**src/rtl/pr_ar_arbiter.sv**
```systemverilog
// Shares one downstream AXI read port between demand and prefetch requesters; records issue order
// and steers R bursts back. Define PR_ARB_PERF_CNT_EN to build the 32-bit grant counters.
module pr_ar_arbiter #(
    parameter int ADDR_BITS            = 64,
    parameter int BURST_LEN_WIDTH      = 8,
    parameter int TID_WIDTH            = 8,
    parameter int BLOCK_DATA_SIZE_BITS = 512,
    parameter int LOG_ORDER_DEPTH      = 4,
    parameter int STARVE_WIDTH         = 4
) (
    input  logic                            clk,
    input  logic                            reset,
    input  logic                            flush,
    input  logic [STARVE_WIDTH-1:0]         starveLimit,

    input  logic                            d_ar_valid,
    output logic                            d_ar_ready,
    input  logic [ADDR_BITS-1:0]            d_ar_addr,
    input  logic [BURST_LEN_WIDTH-1:0]      d_ar_len,
    input  logic [TID_WIDTH-1:0]            d_ar_id,

    input  logic                            p_ar_valid,
    output logic                            p_ar_ready,
    input  logic [ADDR_BITS-1:0]            p_ar_addr,
    input  logic [BURST_LEN_WIDTH-1:0]      p_ar_len,
    input  logic [TID_WIDTH-1:0]            p_ar_id,

    output logic                            m_ar_valid,
    input  logic                            m_ar_ready,
    output logic [ADDR_BITS-1:0]            m_ar_addr,
    output logic [BURST_LEN_WIDTH-1:0]      m_ar_len,
    output logic [TID_WIDTH-1:0]            m_ar_id,

    input  logic                            m_r_valid,
    output logic                            m_r_ready,
    input  logic                            m_r_last,
    input  logic [BLOCK_DATA_SIZE_BITS-1:0] m_r_data,
    input  logic [TID_WIDTH-1:0]            m_r_id,

    output logic                            d_r_valid,
    input  logic                            d_r_ready,
    output logic                            d_r_last,
    output logic [BLOCK_DATA_SIZE_BITS-1:0] d_r_data,
    output logic [TID_WIDTH-1:0]            d_r_id,

    output logic                            p_r_valid,
    input  logic                            p_r_ready,
    output logic                            p_r_last,
    output logic [BLOCK_DATA_SIZE_BITS-1:0] p_r_data,

    output logic [LOG_ORDER_DEPTH:0]        outstandingDemand,
    output logic [LOG_ORDER_DEPTH:0]        outstandingPrefetch,
    output logic                            orderFull,
    output logic                            flushDone,
    output logic                            protocolErr,

    output logic [31:0]                     perfDemandGrants,
    output logic [31:0]                     perfPrefetchGrants,
    output logic [31:0]                     perfForcedGrants
);

    localparam int DEPTH = 1 << LOG_ORDER_DEPTH;
    localparam int CNT_W = LOG_ORDER_DEPTH + 1;

    localparam logic [0:0] AR_IDLE = 1'b0;
    localparam logic [0:0] AR_HOLD = 1'b1;
    localparam logic SRC_DEMAND   = 1'b0;
    localparam logic SRC_PREFETCH = 1'b1;

    localparam logic [CNT_W-1:0]           CNT_ONE    = CNT_W'(1);
    localparam logic [CNT_W-1:0]           CNT_FULL   = CNT_W'(DEPTH);
    localparam logic [LOG_ORDER_DEPTH-1:0] PTR_ONE    = LOG_ORDER_DEPTH'(1);
    localparam logic [STARVE_WIDTH-1:0]    STARVE_ONE = STARVE_WIDTH'(1);

    logic [0:0]                 ar_state;
    logic                       hold_src;
    logic [STARVE_WIDTH-1:0]    starve_cnt;
    logic [LOG_ORDER_DEPTH-1:0] wr_ptr;
    logic [LOG_ORDER_DEPTH-1:0] rd_ptr;
    logic [CNT_W-1:0]           ord_cnt;
    logic [CNT_W-1:0]           dem_cnt;
    logic [CNT_W-1:0]           pf_cnt;
    logic [CNT_W-1:0]           ord_cnt_nxt;
    logic [CNT_W-1:0]           dem_cnt_nxt;
    logic [CNT_W-1:0]           pf_cnt_nxt;
    logic                       ord_src [DEPTH];
    logic [TID_WIDTH-1:0]       ord_id  [DEPTH];
    logic                       err_q;

    logic                 d_cand;
    logic                 p_cand;
    logic                 starving;
    logic                 can_grant;
    logic                 grant_d;
    logic                 grant_p;
    logic                 push;
    logic                 fifo_empty;
    logic                 head_src;
    logic [TID_WIDTH-1:0] head_id;
    logic                 pop;
    logic                 pop_d;
    logic                 pop_p;
    logic                 r_err;

    // AR arbitration: demand wins unless the starvation limit forces a prefetch grant.
    assign fifo_empty = (ord_cnt == '0);
    assign orderFull  = (ord_cnt == CNT_FULL);
    assign d_cand     = d_ar_valid;
    assign p_cand     = p_ar_valid && !flush;
    assign starving   = (starveLimit != '0) && (starve_cnt >= starveLimit);
    assign can_grant  = (ar_state == AR_IDLE) && !orderFull;
    assign grant_p    = can_grant && p_cand && (starving || !d_cand);
    assign grant_d    = can_grant && d_cand && !grant_p;
    assign push       = grant_d || grant_p;
    assign d_ar_ready = grant_d;
    assign p_ar_ready = grant_p;
    assign m_ar_valid = (ar_state == AR_HOLD);

    assign head_src  = ord_src[rd_ptr];
    assign head_id   = ord_id[rd_ptr];
    assign d_r_valid = m_r_valid && !fifo_empty && (head_src == SRC_DEMAND);
    assign p_r_valid = m_r_valid && !fifo_empty && (head_src == SRC_PREFETCH);
    assign m_r_ready = !fifo_empty && ((head_src == SRC_PREFETCH) ? p_r_ready : d_r_ready);
    assign pop       = m_r_valid && m_r_ready && m_r_last;
    assign pop_d     = pop && (head_src == SRC_DEMAND);
    assign pop_p     = pop && (head_src == SRC_PREFETCH);
    assign r_err     = m_r_valid && (fifo_empty || (m_r_id != head_id));

    assign d_r_last = m_r_last;
    assign d_r_data = m_r_data;
    assign d_r_id   = m_r_id;
    assign p_r_last = m_r_last;
    assign p_r_data = m_r_data;

    assign outstandingDemand   = dem_cnt;
    assign outstandingPrefetch = pf_cnt;
    assign protocolErr         = err_q;
    assign flushDone = flush && (pf_cnt == '0) &&
                       !((ar_state == AR_HOLD) && (hold_src == SRC_PREFETCH));

    // NOTE: every always_comb output gets a default first so no path can infer a latch.
    always_comb begin
        ord_cnt_nxt = ord_cnt;
        dem_cnt_nxt = dem_cnt;
        pf_cnt_nxt  = pf_cnt;
        if (push && !pop)
            ord_cnt_nxt = ord_cnt + CNT_ONE;
        else if (pop && !push)
            ord_cnt_nxt = ord_cnt - CNT_ONE;
        if (grant_d && !pop_d)
            dem_cnt_nxt = dem_cnt + CNT_ONE;
        else if (pop_d && !grant_d)
            dem_cnt_nxt = dem_cnt - CNT_ONE;
        if (grant_p && !pop_p)
            pf_cnt_nxt = pf_cnt + CNT_ONE;
        else if (pop_p && !grant_p)
            pf_cnt_nxt = pf_cnt - CNT_ONE;
    end

    // NOTE: sequential state uses non-blocking assignments so all flops see pre-edge values.
    always_ff @(posedge clk) begin
        if (reset) begin
            ar_state   <= AR_IDLE;
            hold_src   <= SRC_DEMAND;
            m_ar_addr  <= '0;
            m_ar_len   <= '0;
            m_ar_id    <= '0;
            starve_cnt <= '0;
            wr_ptr     <= '0;
            rd_ptr     <= '0;
            ord_cnt    <= '0;
            dem_cnt    <= '0;
            pf_cnt     <= '0;
            err_q      <= 1'b0;
        end else begin
            if (ar_state == AR_IDLE) begin
                if (push) begin
                    ar_state  <= AR_HOLD;
                    hold_src  <= grant_p;
                    m_ar_addr <= grant_p ? p_ar_addr : d_ar_addr;
                    m_ar_len  <= grant_p ? p_ar_len  : d_ar_len;
                    m_ar_id   <= grant_p ? p_ar_id   : d_ar_id;
                end
            end else if (m_ar_ready) begin
                ar_state <= AR_IDLE;
            end

            if (grant_p)
                starve_cnt <= '0;
            else if (grant_d && p_cand && (starve_cnt != '1))
                starve_cnt <= starve_cnt + STARVE_ONE;

            if (push)
                wr_ptr <= wr_ptr + PTR_ONE;
            if (pop)
                rd_ptr <= rd_ptr + PTR_ONE;
            ord_cnt <= ord_cnt_nxt;
            dem_cnt <= dem_cnt_nxt;
            pf_cnt  <= pf_cnt_nxt;

            if (r_err)
                err_q <= 1'b1;
        end
    end

    // NOTE: order storage is not reset; ord_cnt gates every use, so stale entries are never seen.
    always_ff @(posedge clk) begin
        if (push) begin
            ord_src[wr_ptr] <= grant_p;
            ord_id[wr_ptr]  <= grant_p ? p_ar_id : d_ar_id;
        end
    end

`ifdef PR_ARB_PERF_CNT_EN
    // A forced grant is a prefetch win over a waiting demand request.
    always_ff @(posedge clk) begin
        if (reset) begin
            perfDemandGrants   <= '0;
            perfPrefetchGrants <= '0;
            perfForcedGrants   <= '0;
        end else begin
            if (grant_d)
                perfDemandGrants <= perfDemandGrants + 32'd1;
            if (grant_p)
                perfPrefetchGrants <= perfPrefetchGrants + 32'd1;
            if (grant_p && starving && d_cand)
                perfForcedGrants <= perfForcedGrants + 32'd1;
        end
    end
`else
    assign perfDemandGrants   = '0;
    assign perfPrefetchGrants = '0;
    assign perfForcedGrants   = '0;
`endif

endmodule

```
**config.mk**
```make
export PLATFORM = sky130hd
export DESIGN_NAME = pr_ar_arbiter
export DESIGN_NICKNAME = d
export VERILOG_FILES = /design/src/rtl/pr_ar_arbiter.sv
export SDC_FILE = /design/constraint.sdc
export NUM_CORES = 1
export LEC_CHECK = 0
export ABC_AREA = 1
export CAP_MARGIN = 10
export CORE_AREA = 2 2 759 761
export DETAILED_ROUTE_END_ITERATION = 10
export DIE_AREA = 0 0 761 763
export GPL_TIMING_DRIVEN = 0
export PLACE_DENSITY = 0.3
export SLEW_MARGIN = 20
export SYNTH_ARGS = -nofsm -noshare
export SYNTH_HDL_FRONTEND = slang
export SYNTH_SLANG_ARGS = --single-unit
export TNS_END_PERCENT = 5
```
**constraint.sdc**
```tcl
create_clock -name clk -period 4.3 [get_ports clk]
set_clock_uncertainty 0.15 [all_clocks]
set_input_delay 1.075 -clock clk [delete_from_list [all_inputs] [get_ports clk]]
set_output_delay 1.075 -clock clk [all_outputs]
set_load 0.05 [all_outputs]
```
==> results_tabular.tex <==
\begin{tabular}{lr}
\hline
Metric & Value \\
\hline
\multicolumn{2}{l}{\textbf{Clock tree}} \\
Post-CTS Hold Fix Bufs & 0 \\
Clock tree from TritonCTS & done \\
CTS Root Buffer Type & clkbuf\_16 \\
Clock Path Buffers & 3 \\
Clock Sinks & 258 \\
Cts bufs inserted & 36 \\
Number of H-tree branching levels & 2 \\
Source-to-sink clock delay at the later pin of the worst-skew pair & 0.62 ns \\
Clock transition at the register clock pins on the worst setup and hold paths after CTS & 0.06 ns \\
\multicolumn{2}{l}{\textbf{Synthesis}} \\
Dominant cells by area after synthesis & buf\_4 (43\%), edfxtp\_1 (22\%), dfxtp\_1 (12\%) \\
Most repeated cell in the gate-level netlist after synthesis & buf\_4 \\
Register area share after synthesis & 0.333 \\
Mux contribution to synthesized area & 0 \\
Main combinational cell family by area after synthesis & buffers and inverters \\
Post-synthesis adder-cell area fraction & 0.0169 \\
Most common library cells after synthesis & buf\_4 (1131), nand2\_1 (302), edfxtp\_1 (144), o21ai\_0 (139), nor2\_1 (130) \\
Top flip-flop cell by instance count after synthesis & edfxtp\_1 \\
Avg Cell Area, Syn & 8.32 sq um \\
Library cell with the largest summed area after synthesis & buf\_4 \\
Async set-reset flop share out of synthesis & 0 \\
Count of distinct cell types in the synthesized netlist & 37 \\
Post-synthesis share of cell area spent on xor and xnor gates & 0.00530 \\
Number of warnings printed during yosys synthesis & 0 \\
Number of flops mapped to enable cells by yosys & 144 \\
Post-Synthesis Cells & 2385 \\
Cell area after technology mapping & 0.0198 sq mm \\
Top-area cell type share of the netlist area & 0.428 \\
Register bit total from synthesis & 258 \\
Simple logic cell fraction of the synthesized area & 0.104 \\
Area fraction in compound gates after synthesis & 0.0792 \\
\multicolumn{2}{l}{\textbf{Floorplan}} \\
Die X & 761 microns \\
Area of the core & 0.572 sq mm \\
Starting utilization of the core area & 0.0347 \\
Placement Rows & 278 \\
I/O pin total & 1923 \\
Die outline area & 0.581 sq mm \\
Height of the die & 763 microns \\
\multicolumn{2}{l}{\textbf{Critical path}} \\
Master of the slowest instance on the critical path & dlygate4sd2\_1 \\
Startpoint type of the worst setup path & input port \\
Critical Path Sink Type & output port \\
Worst-path fanout max & 3 \\
Series of cell instances along the critical path & clkdlybuf4s50\_1 > nand3\_1 > a2111oi\_1 > dlygate4sd2\_1 \\
Category of the most critical setup path & in2out \\
Register-to-Register Setup Slack & 0.51 ns \\
Largest stage delay, worst path & 0.85 ns \\
Data required time at the worst endpoint & 3.07 ns \\
Data arrival time of the critical path & 2.88 ns \\
Endpoint of the worst-slack reg-to-reg timing path & outstandingPrefetch[4] \\
Depth of the most critical reg-to-reg path & 24 \\
\multicolumn{2}{l}{\textbf{GRT}} \\
Final global-route overflow total & 0 \\
Largest net degree at the start of global routing & 17 \\
Wire length of the first global-routing pass & 384000 microns \\
Number of global-route vias before repair & 20900 \\
Met1 track demand over resource & 0.123 \\
Number of antenna violations at the first check in global routing & 146 \\
Met2 routing resource usage after global routing & 0.148 \\
Peak-usage layer in the global routing report & met2 \\
Met3 demand-to-capacity share in global routing & 0.115 \\
Overall global routing resource usage & 0.112 \\
\multicolumn{2}{l}{\textbf{Layout}} \\
Filler cell count & 67100 \\
Fraction of final layout cells sized beyond drive strength 1 & 0.359 \\
Nets & 4566 \\
Area delta synth->final & 122\% \\
Final core utilization & 0.0768 \\
\multicolumn{2}{l}{\textbf{Routing}} \\
WL final & 338000 microns \\
Number of remaining DRC errors & 0 \\
Average wire per standard cell & 29.4 microns \\
DRT Pass-1 Iters & 5 \\
Count of nets left with antenna violations after detail routing & 0 \\
Initial drt markers & 918 \\
Detailed-route via count & 21300 \\
Detailed-route vias per instance & 1.86 \\
\multicolumn{2}{l}{\textbf{STA}} \\
Max-slew violation count & 0 \\
Final period utilization & 0.955 \\
Number of failing hold endpoints at the final stage & 0 \\
Headroom to the max-slew limit & 0.172 \\
Count of endpoints failing setup in the final report & 0 \\
Post-route worst hold slack & 0.313 ns \\
Worst Tran Pin Value & 1.24 ns \\
Period minus WS final & 4.11 ns \\
Maximum clock frequency & 0.243 GHz \\
\multicolumn{2}{l}{\textbf{Placed design}} \\
Port Buffer Count & 1313 \\
Post-detail-place hpwl & 320000 microns \\
Routability cong. & 0.879 \\
\multicolumn{2}{l}{\textbf{Power and ir drop}} \\
Power per cell area & 317 mW/mm\^{}2 \\
P\_leak & 16.2 nW \\
Worst VDD drop & 0.000241 V \\
\multicolumn{2}{l}{\textbf{Flow run}} \\
Number of maximum-capacitance violations & 0 \\
\multicolumn{2}{l}{\textbf{Min path}} \\
Endpoint with the worst hold slack & protocolErr \\
Beginning of the worst hold path & protocolErr \\
Number of cells on the worst hold path & 2 \\
Class of the worst hold path & reg2reg \\
\multicolumn{2}{l}{\textbf{Run status}} \\
Outcome & complete, no violations \\
\hline
\end{tabular}
[worst max path at each step]
| stage | from | to | slack, ns | cells after the start |
|---|---|---|---|---|
| CTS | starveLimit[1] | p_ar_ready | -0.26 | 14 |
| floorplan | starveLimit[1] | outstandingPrefetch[4] | -0.20 | 22 |
| global route | register | outstandingPrefetch[4] | -0.0008 | 21 |
| global placement | starveLimit[1] | p_ar_ready | -3.64 | 13 |
| detailed placement | starveLimit[1] | ord_id[0][4] | -1.84 | 15 |
| finish | flush | flushDone | 0.19 | 4 |
[layer usage]
| layer | up-vias | part of all wire |
|---|---|---|
| li1 | 9477 | - |
| met1 | 9887 | 0.38 |
| met4 | 58 | 0.023 |
| met5 | - | 0.0012 |
| met3 | 276 | 0.23 |
| met2 | 1649 | 0.37 |
[cell type report]
type                            instances  area [sq um]  share of cell area
Buffer                               1205          8880               0.202
Timing Repair Buffer                 1330         12800               0.292
Clock buffer                           46           968              0.0220
Antenna cell                           66           165             0.00376
Sequential cell                       258          6610               0.150
Clock inverter                         16           113             0.00256
Inverter                               86           332             0.00754
Tap cell                             7560          9460               0.215
Multi-Input combinational cell        930          4610               0.105
[what timing repair did]
item / 4_1_cts / 5_1_grt
resized for setup: 54 / 25
pin swaps: 0 / 4
setup buffers: 2 / 9
hold endpoints to repair: 0 / 0
gates cloned: 1 / 0
setup endpoints to repair: 254 / 213
[stage by stage]
stage / area [sq um] / power [mW] / TNS [ns] / worst slack (ns) / instances
after floorplan: 20200 / 7.65 / -0.327 / -0.203 / 2480
after global placement: 42800 / 11.3 / -668.77 / -3.64 / 11400
after detailed placement: 42600 / 11.2 / -362.85 / -1.84 / 11400
after CTS: 43900 / 14.3 / -7.56 / -0.259 / 11400
after global routing: 43900 / 14.7 / -0.000776 / -0.000776 / 11500
final: 44000 / 13.9 / 0 / 0.193 / 11500
[flip-flops by register name (all words and copies together) (netlist names), named ones only]
name                 count
m_ar_addr               64
rd_ptr                   4
starve_cnt               4
wr_ptr                   4
ord_src                 16
m_ar_valid               1
m_ar_len                 8
hold_src                 1
ord_cnt                  5
outstandingDemand        5
protocolErr              1
outstandingPrefetch      5
m_ar_id                  8
ord_id                 128
[cells in the final DEF (no fill, tap or decap), drive strengths merged, types with 86 or more instances in the layout]
master / instances
edfxtp: 144
clkdlybuf4s50: 1193
conb: 96
inv: 86
buf: 1293
clkbuf: 86
nand2: 304
dfxtp: 114
nor2: 133
o21ai: 149
[worst max-delay path, delay by kind of cell]
family / cells / cell delay [ns]
buffers and inverters: 2 / 1.39
AND/OR/NAND/NOR: 1 / 0.09
AO/OA/AOI/OAI: 1 / 0.27
[cell families after synthesis]
kind of cell	Yosys count
AO/OA/AOI/OAI	281
XOR/XNOR	12
adder cells (fa/ha/maj)	25
buffers and inverters	1292
flip-flops	258
other	1
AND/OR/NAND/NOR	516
[power breakdown]
part | switching (mW) | internal [mW]
registers | 0.157 | 2.90
logic | 5.60 | 2.38
clock network | 1.29 | 1.60
total | 7.05 | 6.88
No activity file was read; power rests on OpenSTA's default activity.
==> RTL change 1: new RTL, config.mk and constraints unchanged <==
The option `PR_ARB_PERF_CNT_EN` is turned on by a define.
--- a/src/rtl/pr_ar_arbiter.sv
+++ b/src/rtl/pr_ar_arbiter.sv
@@ -2,2 +2,4 @@
 // and steers R bursts back. Define PR_ARB_PERF_CNT_EN to build the 32-bit grant counters.
+`define PR_ARB_PERF_CNT_EN
+
 module pr_ar_arbiter #(
Formal check against the unedited RTL: not equivalent (a bounded check fails within 4 cycles, from zero or initial values and one cycle with reset high).
==> RTL change 1 against the unedited design <==
The flow now finishes with violations (antenna violations). Worst setup slack got worse by 0.13 ns. Sequential cell count up 96. Global-route usage up 0.068 points. Register-to-register slack improved by 0.07 ns. Design area up 15%. Routed wire length is 1.6% higher. Area after synthesis up 27%. Power rose by 11%. Largest cell class unchanged.
==> RTL change 1: results (changes against the unedited design) <==
[outcome]
status=complete, but fails checks
violations=antenna violations

[drt]
met3WireLength_um=46600  ; -40%
drt-met1-wl_um=147000  ; +15%
ant_nets=5  ; +5
routed_wl_um=343000  ; +1.6%

[placement]
gp_congestion=0.934  ; +6.3%
pre_cts_ws_ns=-1.93  ; -0.0926 ns
dpl_cell_area_mm2=0.0487  ; +14%
portBuffers=1410  ; +7.4%

[grt]
grt_usage_pct=11.2  ; +0.068 points
grtUsageMet1_pct=14.0  ; +1.7 points
antenna_found_initial=193  ; +32%
grt_pass1_wl_um=399000  ; +4.1%
grt_max_degree=19  ; +2
first_global_vias=25700  ; +23%

[logic_synthesis]
synthTopCellsByCount=buf_4 (1,042), nand2_1 (571), inv_1 (235), nor2_1 (213), dfxtp_1 (210)
synthTopCellsByArea=buf_4 (31%), edfxtp_1 (17%), dfxtp_1 (17%), nand2_1 (8.5%), inv_1 (3.5%)

[finish]
n_fill_cell=67000  ; -0.23%
seqCellArea_mm2=0.00853  ; +29%
nets=5383  ; +18%
top_regs=ord_id (128), m_ar_addr (64)

[clocking]
cts_made_buffers=45  ; +25%

[worst_setup_path]
cp.arrival_ns=3.01  ; +0.13 ns
ff2ff_path_depth=17  ; -29%

[power_and_ir_drop]
intPower_mw=8.36  ; +22%

## RTL change 1: final cells by class
class,instances,area share [%]
diodes,115,0.569
repair buffers,1418,27.8
inverters,246,1.88
well taps,7560,18.7
clock inverters,13,0.329
multi-input cells,1466,14.8
plain buffers,1130,16.5
flip-flops and latches,354,16.9
clock buffers,67,2.49
## RTL change 1: tightest hold or removal path, cell delays in order (launching register included)
cell and delay [ns]:
dfxtp_1 0.34, o211ai_2 0.09, inv_1 0.04
## RTL change 1: worst paths after layout
| path | startpoint | endpoint | slack [ns] |
|---|---|---|---|
| max | starveLimit[1] | d_ar_ready | 0.06 |
| min | m_ar_len[0] | m_ar_len[0] | 0.34 |
| max reg2reg | flip-flop | outstandingDemand[4] | 0.58 |
| min reg2reg | m_ar_len[0] | m_ar_len[0] | 0.34 |
## RTL change 1: timing repair
item                                    4_1_cts  5_1_grt
cloned                                        1        0
pin swaps                                     3        1
setup buffers                                 4        1
resized for setup                            56        4
endpoints found under the setup margin       17        6
==> RTL change 2: new RTL, same settings <==
Made on the original files. Register the output `protocolErr` once more, cleared by the reset; this adds one clock of latency there. The other outputs are not delayed to match.
--- a/src/rtl/pr_ar_arbiter.sv
+++ b/src/rtl/pr_ar_arbiter.sv
@@ -136,3 +136,9 @@
     assign outstandingPrefetch = pf_cnt;
-    assign protocolErr         = err_q;
+    always_ff @(posedge clk) begin
+        if (reset) begin
+            protocolErr <= '0;
+        end else begin
+            protocolErr <= err_q;
+        end
+    end
     assign flushDone = flush && (pf_cnt == '0) &&
Function: not settled (the Yosys comparison gave no result); the edit may change what the design does.
==> RTL change 2 against the unedited design <==
Worst setup slack lost 0.094 ns. Sequential share of layout area is essentially flat. Non-clock buffer count shrank 9. Area after synthesis grew 2.4%. Count of clock-buffer cells in the layout shrank 3. Design area grew 0.57%. Utilization is essentially flat. Via count grew 0.11%. Sequential cell count grew 1. Routed wire length shrank 1.3%. Global-route usage shrank 0.11 points. Power grew 2.5%.
==> RTL change 2: results (changes against the unedited design) <==
[logic_synthesis]
syn_inst=2541  ; +6.5%
synth_seq_area_share_pct=32.6  ; -0.69 points
synthTopCellsByArea=buf_4 (42%), edfxtp_1 (21%), dfxtp_1 (11%), nand2_1 (6.8%), nor2_1 (5.6%)
netlist-cell-type-count=35  ; -5.4%

[finish]
n_fill_cell=67300  ; +0.16%
drive_above_1_share_pct=35.4  ; -0.56 points
nets=4712  ; +3.2%
seqCellArea_mm2=0.00663  ; +0.32%
multi_input_area_share_pct=11.2  ; +0.75 points
design.seq.count=259  ; +0.39%
nNonClkInverters=84  ; -2.3%
n_all_buffers=2526  ; -0.36%
clockBufferCount=43  ; -6.5%
clk_share_pct=2.70  ; +0.24 points
top_regs=ord_id (128), m_ar_addr (64), ord_src (16)
diodes=61  ; -7.6%

[power_and_ir_drop]
clkPwrFrac_pct=22.4  ; +1.6 points
ir_drop_uv=201  ; -16%
intPower_mw=7.18  ; +4.4%
power.leakage_nw=16.7  ; +2.9%
power_frac_seq_pct=21.4  ; -0.6 points

[outcome]
status=finished clean

[worst_setup_path]
ff2ff_path_depth=16  ; -33%
cp.arrival_ns=2.98  ; +0.10 ns
r2r-end=outstandingPrefetch[3]
rrSetupSlack_ns=0.59  ; +0.08 ns

[grt]
grt_max_degree=18  ; +1
first_global_vias=21300  ; +1.9%
grtUsageMet1_pct=12.4  ; +0.096 points
use_met3_pct=10.9  ; -0.57 points
grt_pass1_wl_um=380000  ; -0.92%
grt_usage_pct=11.0  ; -0.11 points

[drt]
drtIter0Drc=849  ; -7.5%
wire_per_inst_um=28.7  ; -2.5%
met3WireLength_um=73400  ; -4.9%
dr.pass1.iters=5  ; unchanged
drt-met1-wl_um=129000  ; +0.40%
wl_met2_um=124000  ; -0.52%
viasPerCell=1.84  ; -1.1%
routed_wl_um=334000  ; -1.3%

[clocking]
cts_made_buffers=35  ; -2.8%
clk_latency_ns=0.60  ; -0.02 ns

[placement]
dp_hpwl_um=315000  ; -1.5%
placed_cells=11500  ; +1.3%
dpl_cell_area_mm2=0.0429  ; +0.55%
gp_congestion=0.836  ; -4.9%
portBuffers=1313  ; unchanged

[worst_hold_path]
holdPathEnd=err_q
timing.hold.worst.start=err_q

[sta]
hold_ws_ns=0.301  ; -0.0122 ns
max_slew_margin_pct=11.7  ; -5.4 points

-- RTL change 2: changes by cell type in the layout (fill, tap and decap cells not counted), moves of 7 or more --
cell	before	now
a31oi_1	82	1
buf_2	129	154
buf_4	1141	1154
clkdlybuf4s50_1	1193	1156
nand2_1	295	363
nand4_1	1	8
nor2_1	114	288
nor2_4	12	2
-- RTL change 2: how the worst max path moves through the flow --
stage	from	end
final	m_r_id[2]	d_r_id[2]
after global routing	starveLimit[0]	d_ar_ready
after CTS	starveLimit[1]	d_ar_ready
after detailed placement	starveLimit[1]	d_ar_ready
after global placement	starveLimit[1]	d_ar_ready
after floorplan	starveLimit[1]	outstandingDemand[4]
-- RTL change 2: logic make-up (layout without fill, tap and decap cells) --
family          Yosys count  count (layout)  share of synthesized area (%)
buf+inv                1290            2671                           45.3
simple gates            758             758                           14.8
flops                   259             259                           32.6
compound gates          196             196                           5.13
fa+ha+maj                25              25                           1.65
xor+xnor                 12              12                          0.517
other cells               1             157                         0.0185
-- RTL change 2: stage by stage --
step	util [%]	setup slack, ns	total power, mW	TNS, ns
after floorplan	-	-0.358	7.75	-0.804
after global placement	7.56	-1.95	11.4	-296.54
after detailed placement	7.49	-1.95	11.3	-239.28
after CTS	7.73	0.00328	14.7	0
after global routing	7.71	-0.0107	15.1	-0.0131
final	7.73	0.0983	14.3	0
-- RTL change 2: timing repair --
| item | CTS | global route |
|---|---|---|
| setup endpoints to repair | 155 | 14 |
| buffers inserted | 7 | 0 |
| gates cloned | 1 | 0 |
| hold endpoints to repair | 0 | 0 |
| hold buffers | 0 | 0 |
| gates resized for setup | 66 | 7 |
| pin swaps | 5 | 4 |
-- RTL change 2: worst min-delay path: stages (launching register included) --
cell     delay (ns)
dfxtp_1        0.31
nand2_1        0.06
nand2_1        0.06
